`config.mk`:
```
export PLATFORM = sky130hd
export DESIGN_NAME = fft_agu
export DESIGN_NICKNAME = d
export VERILOG_FILES = /design/src/rtl/fft_agu.sv
export SDC_FILE = /design/constraint.sdc
export NUM_CORES = 1
export LEC_CHECK = 0
export BUFFER_PORTS_ARGS = -buffer_cell sky130_fd_sc_hd__buf_4
export CORE_MARGIN = 2
export CORE_UTILIZATION = 60
export DETAILED_ROUTE_END_ITERATION = 10
export PLACE_DENSITY = 0.91
export SLEW_MARGIN = 20
export SYNTH_ARGS = -nofsm -noshare
export SYNTH_HDL_FRONTEND = slang
export SYNTH_SLANG_ARGS = --single-unit
```
`constraint.sdc`:
```
create_clock -name clk -period 3.5 [get_ports clk]
set_input_delay 1.05 -clock clk [delete_from_list [all_inputs] [get_ports clk]]
set_output_delay 1.05 -clock clk [all_outputs]
set_load 0.02 [all_outputs]
```
`src/rtl/fft_agu.sv`:
```
// -----------------------------------------------------------------------------
// fft_agu -- address generation unit for an in-place, ping-pong 64-point
// radix-2 FFT. One pass runs six levels of 32 butterflies each. Operands are
// read from bank bank_sel and results are written to bank ~bank_sel. After the
// last butterfly of a level is issued, the unit idles for WR_LAT cycles so that
// every result of that level lands before the next level starts reading.
//
// Ports
//   clk              single clock, rising edge
//   reset            asynchronous, active-high
//   start            begin one FFT pass (only honoured while idle)
//   busy             high whenever a pass is in progress (not IDLE)
//   done             one-cycle pulse after the last write of level 5
//   level            current FFT level 0..5
//   bank_sel         RAM bank being read; the write bank is its complement
//   read_adr_a/b     butterfly operand addresses (read bank)
//   twiddle_address  twiddle ROM address, aligned with read_adr_a/b
//   write_adr_a/b    result addresses (write bank), read addresses delayed
//   write_en         result write strobe, issue flag delayed by WR_LAT
// -----------------------------------------------------------------------------
module fft_agu #(
    parameter int BFLY_LAT = 2
) (
    input  logic       clk,
    input  logic       reset,
    input  logic       start,
    output logic       busy,
    output logic       done,
    output logic [2:0] level,
    output logic       bank_sel,
    output logic [5:0] read_adr_a,
    output logic [5:0] read_adr_b,
    output logic [4:0] twiddle_address,
    output logic [5:0] write_adr_a,
    output logic [5:0] write_adr_b,
    output logic       write_en
);

    // One cycle of RAM/ROM read latency ahead of the butterfly itself.
    localparam int WR_LAT = BFLY_LAT + 1;
    localparam logic [3:0] FLUSH_LAST = 4'(WR_LAT - 1);

    typedef enum logic [1:0] {
        S_IDLE  = 2'd0,
        S_RUN   = 2'd1,
        S_FLUSH = 2'd2,
        S_DONE  = 2'd3
    } state_t;

    state_t     state_q, state_d;
    logic [4:0] j_q, j_d;
    logic [2:0] level_q, level_d;
    logic       bank_q, bank_d;
    logic [3:0] flush_cnt_q, flush_cnt_d;
    logic       busy_q, done_q;

    logic       issue;

    logic [5:0] wr_a_pipe_q [WR_LAT];
    logic [5:0] wr_b_pipe_q [WR_LAT];
    logic       vld_pipe_q  [WR_LAT];

    // 6-bit rotate-left: the upper half of the doubled word shifted left.
    function automatic logic [5:0] rotl6(input logic [5:0] x, input logic [2:0] sh);
        logic [11:0] dbl;
        dbl = {x, x} << sh;
        return dbl[11:6];
    endfunction

    // Keep only the top 'lvl' bits of j: level 0 -> 0, level 5 -> j.
    function automatic logic [4:0] twiddle(input logic [4:0] jj, input logic [2:0] lvl);
        logic [4:0] mask;
        mask = 5'b11111 << (3'd5 - lvl);
        return jj & mask;
    endfunction

    always_comb begin
        state_d     = state_q;
        j_d         = j_q;
        level_d     = level_q;
        bank_d      = bank_q;
        flush_cnt_d = flush_cnt_q;
        case (state_q)
            S_IDLE: begin
                if (start) begin
                    state_d = S_RUN;
                    j_d     = 5'd0;
                end
            end
            S_RUN: begin
                if (j_q == 5'd31) begin
                    state_d     = S_FLUSH;
                    j_d         = 5'd0;
                    flush_cnt_d = 4'd0;
                end else begin
                    j_d = j_q + 5'd1;
                end
            end
            S_FLUSH: begin
                if (flush_cnt_q == FLUSH_LAST) begin
                    if (level_q == 3'd5) begin
                        state_d = S_DONE;
                    end else begin
                        state_d = S_RUN;
                        level_d = level_q + 3'd1;
                        bank_d  = ~bank_q;
                        j_d     = 5'd0;
                    end
                end else begin
                    flush_cnt_d = flush_cnt_q + 4'd1;
                end
            end
            S_DONE: begin
                state_d = S_IDLE;
                level_d = 3'd0;
                j_d     = 5'd0;
                bank_d  = 1'b0;
            end
            default: state_d = S_IDLE;
        endcase
    end

    // Control state; busy/done are registered decodes of the next state so
    // they line up exactly with state_q.
    always_ff @(posedge clk or posedge reset) begin
        if (reset) begin
            state_q     <= S_IDLE;
            j_q         <= 5'd0;
            level_q     <= 3'd0;
            bank_q      <= 1'b0;
            flush_cnt_q <= 4'd0;
            busy_q      <= 1'b0;
            done_q      <= 1'b0;
        end else begin
            state_q     <= state_d;
            j_q         <= j_d;
            level_q     <= level_d;
            bank_q      <= bank_d;
            flush_cnt_q <= flush_cnt_d;
            busy_q      <= (state_d != S_IDLE);
            done_q      <= (state_d == S_DONE);
        end
    end

    assign issue = (state_q == S_RUN);

    always_comb begin
        read_adr_a      = 6'd0;
        read_adr_b      = 6'd0;
        twiddle_address = 5'd0;
        if (issue) begin
            read_adr_a      = rotl6({j_q, 1'b0}, level_q);
            read_adr_b      = rotl6({j_q, 1'b1}, level_q);
            twiddle_address = twiddle(j_q, level_q);
        end
    end

    // Write-side delay line: stage 0 captures the issue, stage WR_LAT-1 drives
    // the write port. Cleared on reset so an aborted pass writes nothing more.
    always_ff @(posedge clk or posedge reset) begin
        if (reset) begin
            for (int i = 0; i < WR_LAT; i++) begin
                wr_a_pipe_q[i] <= 6'd0;
                wr_b_pipe_q[i] <= 6'd0;
                vld_pipe_q[i]  <= 1'b0;
            end
        end else begin
            wr_a_pipe_q[0] <= read_adr_a;
            wr_b_pipe_q[0] <= read_adr_b;
            vld_pipe_q[0]  <= issue;
            for (int i = 1; i < WR_LAT; i++) begin
                wr_a_pipe_q[i] <= wr_a_pipe_q[i-1];
                wr_b_pipe_q[i] <= wr_b_pipe_q[i-1];
                vld_pipe_q[i]  <= vld_pipe_q[i-1];
            end
        end
    end

    assign busy        = busy_q;
    assign done        = done_q;
    assign level       = level_q;
    assign bank_sel    = bank_q;
    assign write_adr_a = wr_a_pipe_q[WR_LAT-1];
    assign write_adr_b = wr_b_pipe_q[WR_LAT-1];
    assign write_en    = vld_pipe_q[WR_LAT-1];

endmodule
```
==> flow_metrics.tcl, run 1 <==
set metrics [dict create \
    relSlewSlack_pct 54.8 \
    synthXorXnorAreaFrac_pct 0 \
    grt_pass1_wl_microns 7770 \
    min_period_ns 3.35 \
    min_path_type "flop to flop" \
    startpoint_type "flop" \
    worst-setup-path-type "flop to output pin" \
    synth_top_area_share_pct 56.7 \
    core_area_sq_um 3970 \
    slew_viol_final 0 \
    numCtsBuffers 5 \
    r2r-start "level[1]$_DFFE_PP0P_" \
    die_h_microns 68.2 \
    grt_overflow_total 0 \
    power.total_uw 1640 \
    required_ns 2.45 \
    cts_setup_buffers 0 \
    synth_top_family_by_area "compound AO/OA/AOI/OAI gates" \
    antenna_found_initial 0 \
    drc 0 \
    cellLeakagePower_uw 0.00140 \
    avgSynthCellArea_sq_um 10.7 \
    ios 39 \
    io_buffer_count 38 \
    cts.clk_slew.worst_paths_ns 0.09 \
    async_flop_share_pct 100 \
    powerDensity_nw_per_um2 582 \
    die_width_microns 68.2 \
    hpwlAfterDp_microns 3310 \
    maxCapViolCount 0 \
    syn_inst 231 \
    grt_max_degree 57 \
    synth_compound_area_share_pct 13.2 \
    synthTopCellsByArea "dfrtp_1 57%, ha_1 6.6%, nand2_1 4.1%" \
    drt-vias-per-instance 5.60 \
    cp-startpoint "level[0]$_DFFE_PP0P_" \
    synth-adder-area-share_pct 6.58 \
    drtIter0Drc 129 \
    yosys.area.top_type "dfrtp_1" \
    yosysSeqAreaShare_pct 56.7 \
    setup_violations 0 \
    end_kind "output pin" \
    initial_core_util_pct 62.3 \
    syn-num-nets 247 \
    fmax_ghz 0.299 \
    area_growth_syn_to_layout_pct 13.9 \
    cts_root_buf "clkbuf_8" \
    synthFlopType "dfrtp_1" \
    min_from "wr_b_pipe_q[14]$_DFF_PP0_" \
    r2r_slack_ns 1.14 \
    post-route-util_pct 70.9 \
    status "finished, final reports clean" \
    core.rowCount 23 \
    grt_pass1_vias 1579 \
    vdd_drop_max_uv 375 \
    ant_nets 0 \
    synth-seq-cells 56 \
    drive_gt1_share_pct 21.5 \
    die_area_sq_um 4650 \
    drt-pass1-iter-count 5 \
    yosysUniqueCellTypes 43 \
    cts-resized-gates 0 \
    grtUsageTotal_pct 23.6 \
    finalCritPeriodShare_pct 95.6 \
    stdcell_count 311 \
    hold_viol 0 \
    whs_ns 0.354 \
    clock_sinks 56 \
    ctsHoldBuffers 0 \
    htreeDepth 2 \
    routed_wl_microns 4860 \
    syn-cell-area_sq_um 2470 \
    skew_ns 0.00963 \
    tightest_slew_ns 0.678 \
    synth_warnings 0 \
    clock_path_buffers 2 \
    synth_edf_count 0 \
    globalplace.congestion 0.892 \
    wl_per_cell_microns 15.6 \
    place_inst 303 \
    cp_max_fo 18 \
    critical_path_arrival_ns 2.30 \
    fin_nets 276 \
    rsz0062_at_grt "no" \
    synthMuxAreaShare_pct 3.80 \
    vias 1742 \
    antenna_cells 0 \
    cts_tree "yes" \
    fin_setup_tns_ns 0 \
    synthSimpleGateAreaFrac_pct 12.8 \
    clk-insertion-delay-late_ns 0.31 \
]
## through the flow
step | instance area, sq um | setup WS, ns
floorplan | 2470 | 0.275
global placement | 2730 | 0.661
detailed placement | 2730 | 0.563
CTS | 2820 | 0.191
global route | 2820 | 0.0459
finish | 2820 | 0.154
## cells in the final DEF (no fill, tap or decap), drive strengths merged, types with 3 or more instances in the layout
cell type,instances
nor3,3
nand2,27
mux2,3
clkbuf,5
nand3,5
o31ai,3
dfrtp,56
nand2b,3
ha,13
inv,15
and3,3
a21oi,12
o21ai,18
nor2,17
mux2i,6
buf,41
## worst paths after layout
check                                            to  cells after the start
max in group asynchronous      state_q[0]$_DFF_PP0_                      3
min                        wr_b_pipe_q[8]$_DFF_PP0_                      0
max reg2reg                      j_q[3]$_DFFE_PP0P_                      6
min in group asynchronous  wr_b_pipe_q[9]$_DFF_PP0_                      3
max                                   read_adr_b[5]                      5
min reg2reg                wr_b_pipe_q[8]$_DFF_PP0_                      0
## registers in the layout (all words and copies together), names as in the netlist
signal	flops
wr_a_pipe_q	12
wr_b_pipe_q	12
write_adr_a	6
write_adr_b	6
j_q	5
flush_cnt_q	4
level	3
state_q	2
vld_pipe_q	2
bank_sel	1
busy	1
done	1
write_en	1
## synthesized netlist by cell type, types with 2 or more instances
cell	count
a21oi_1	12
ha_1	13
o31ai_1	2
inv_1	14
clkbuf_1	6
nand3_1	5
and3_1	3
mux2i_1	6
o21ai_1	7
o21ai_0	11
nor2_1	17
and2_1	2
o22ai_1	2
a211oi_1	2
buf_4	12
a22o_1	2
mux2_2	3
dfrtp_1	56
nand2b_1	3
o21a_1	2
nand2_1	27
nor3_1	3
## metal layers
metal | routed length, microns | track usage (%) | vias up | share of wire [%]
li1 | - | - | 834 | -
met4 | 96 | 9.75 | 0 | 2.0
met5 | 0 | 0 | - | 0
met1 | 1970 | 29.4 | 815 | 40
met2 | 2470 | 39.0 | 85 | 51
met3 | 329 | 6.41 | 8 | 6.8
## cell type report
cell class,count,area [sq um]
multi-input cells,141,897
flip-flops and latches,56,1400
repair buffers,41,308
clock buffers,5,68.8
well taps,50,62.6
clock inverters,3,21.3
inverters,15,56.3
fillers,295,1160
## power by group
group | total [uW] | internal (uW) | switching, uW
combinational | 470 | 175 | 295
clock | 349 | 142 | 207
sequential | 820 | 760 | 60.1
## kinds of logic (layout without fill, tap and decap cells)
| group | Yosys count | count (layout) |
|---|---|---|
| muxes | 9 | 9 |
| buffers and inverters | 34 | 64 |
| adders and majority gates | 13 | 13 |
| DFF | 56 | 56 |
| and+or+nand+nor | 68 | 68 |
| AOI/OAI and AO/OA | 51 | 51 |
## critical path: stages, from the launching register on
cell,delay (ns)
dfrtp_1,0.72
clkinv_1,0.39
o2bb2ai_1,0.23
or2_2,0.28
a21oi_1,0.18
buf_4,0.18
No activity file was read; power rests on OpenSTA's default activity.
==> run 2, diff against run 1 <==
--- a/config.mk
+++ b/config.mk
@@ -7,9 +7,9 @@
 export LEC_CHECK = 0
 export BUFFER_PORTS_ARGS = -buffer_cell sky130_fd_sc_hd__buf_4
 export CORE_MARGIN = 2
-export CORE_UTILIZATION = 60
+export CORE_UTILIZATION = 25
 export DETAILED_ROUTE_END_ITERATION = 10
-export PLACE_DENSITY = 0.91
+export PLACE_DENSITY = 0.49
 export SLEW_MARGIN = 20
 export SYNTH_ARGS = -nofsm -noshare
 export SYNTH_HDL_FRONTEND = slang
==> run 2 against run 1 <==
  * Core utilization shrank 41 points
  * Global-route usage shrank 13 points
  * Cell count grew 27%
  * Combinational power shrank 1%
  * Largest power group unchanged
  * Largest cell class unchanged
  * Clock-buffer cell count grew 1
  * Non-clock buffer count grew 1
==> flow_metrics.tcl, run 2 (same netlist as run 1, synthesis figures left out) <==
set metrics [dict create \
    vias 1668 \
    cts-resized-gates 0 \
    die_area_sq_um 10700 \
    mostFrequentLayoutCells "56 x dfrtp_1, 42 x buf_4, 27 x nand2_1, 17 x nor2_1" \
    grt_pass1_wl_microns 8230 \
    antenna_found_initial 0 \
    cp_cell_sequence "inv_1, ha_1, nor4b_1, buf_4" \
    critical_path_arrival_ns 2.22 \
    io_buffer_count 38 \
    fin_setup_tns_ns 0 \
    antenna_cells 0 \
    postPlaceCellArea_sq_um 2840 \
    die_width_microns 103 \
    clock_path_buffers 2 \
    worst-setup-path-type "flop to output pin" \
    ant_nets 0 \
    core_area_sq_um 9680 \
    slowest_delay_ns 0.68 \
    numCtsBuffers 5 \
    slew_viol_final 0 \
    place_ws_ns 0.600 \
    cp_max_fo 16 \
    min_path_type "flop to flop" \
    area_growth_syn_to_layout_pct 18.3 \
    min_path_cells 0 \
    clk-insertion-delay-late_ns 0.31 \
    cts.clk_slew.worst_paths_ns 0.10 \
    hpwlAfterDp_microns 3680 \
    nFillCells 1027 \
    skew_ns 0.00778 \
    cellLeakagePower_uw 0.00140 \
    drive_gt1_share_pct 21.4 \
    startpoint_type "flop" \
    htreeDepth 2 \
    die_h_microns 103 \
    r2r_slack_ns 1.19 \
    cts_setup_buffers 0 \
    required_ns 2.45 \
    post-route-util_pct 30.2 \
    ctsHoldBuffers 0 \
    globalplace.congestion 0.829 \
    min_from "wr_a_pipe_q[9]$_DFF_PP0_" \
    grt_overflow_total 0 \
    rr_worst_depth 6 \
    core.rowCount 36 \
    ios 39 \
    initial_core_util_pct 25.5 \
    relSlewSlack_pct 53.3 \
    whs_ns 0.353 \
    clock_sinks 56 \
    rr_endpoint "j_q[3]$_DFFE_PP0P_" \
    powerDensity_nw_per_um2 560 \
    multi_input_area_sq_um 897 \
    drt-pass1-iter-count 5 \
    cts_tree "yes" \
    min_to "write_adr_a[3]$_DFF_PP0_" \
    grt_max_degree 57 \
    finalInstanceArea_sq_um 2930 \
    top_regs "wr_a_pipe_q: 12 flops, wr_b_pipe_q: 12 flops" \
    grt_pass1_vias 1593 \
    grtUsageTotal_pct 10.3 \
    wl_per_cell_microns 13.2 \
    rsz0062_at_grt "no" \
    finalCritPeriodShare_pct 93.3 \
    min_period_ns 3.27 \
    seq_area_sq_um 1400 \
    fin_ws_ns 0.233 \
    routed_wl_microns 5200 \
    fin_nets 277 \
    maxCapViolCount 0 \
    final_common_cell "dfrtp_1" \
    drc 0 \
    drtIter0Drc 78 \
    vdd_drop_max_uv 187 \
    r2r-start "level[1]$_DFFE_PP0P_" \
    fmax_ghz 0.306 \
    status "finished, final reports clean" \
    hold_viol 0 \
    cts_root_buf "clkbuf_8" \
    critical_path.slowest_cell "dfrtp_1" \
    drt-vias-per-instance 4.22 \
    tightest_slew_ns 0.701 \
    end_kind "output pin" \
    setup_violations 0 \
]
[run 2: cell count changes in the layout (fill, tap and decap cells not counted), sizes merged]
cell and change:
buf +1, clkbuf +1, inv -1
[run 2: worst max-delay path, delay by kind of cell, from the launching register on]
family                   cells  cell delay [ns]
adder cells (fa/ha/maj)      1             0.39
buffers and inverters        2             0.43
AND/OR/NAND/NOR              1             0.41
flip-flops                   1             0.68
[run 2: per-stage QoR]
step / instances / power, uW
floorplan: 231 / 1150
global placement: 387 / 1290
detailed placement: 387 / 1300
CTS: 395 / 1670
global route: 395 / 1750
finish: 395 / 1640
[run 2: worst max path at each step]
| stage | from | endpoint | slack, ns |
|---|---|---|---|
| floorplan | level[1]$_DFFE_PP0P_ | twiddle_address[2] | 0.27 |
| global placement | level[1]$_DFFE_PP0P_ | twiddle_address[2] | 0.61 |
| detailed placement | level[1]$_DFFE_PP0P_ | twiddle_address[2] | 0.60 |
| CTS | level[1]$_DFFE_PP0P_ | twiddle_address[2] | 0.23 |
| global route | level[1]$_DFFE_PP0P_ | twiddle_address[2] | 0.07 |
| finish | level[1]$_DFFE_PP0P_ | twiddle_address[2] | 0.23 |
[run 2: area by class of cell]
| class | count | share of cell area, % |
|---|---|---|
| tap | 133 | 5.69 |
| clock buffer | 6 | 2.48 |
| clock inverter | 2 | 0.556 |
| inverter | 15 | 1.92 |
| multi-input combinational | 141 | 30.7 |
| timing repair buffer | 42 | 10.8 |
| sequential | 56 | 47.9 |
[run 2: report_power, final]
group	total, uW	internal [uW]	switching [uW]	leakage (uW)
clock	355	143	212	0.0000414
combinational	465	174	291	0.000605
sequential	817	759	57.9	0.000756
total	1640	1080	561	0.00140
[run 2: layer usage]
layer	track usage, %	up-vias	share of wire, %
met3	3.02	6	5.0
met1	14.1	784	48
li1	-	843	-
met4	3.64	0	1.4
met5	0	-	0
met2	15.3	35	45
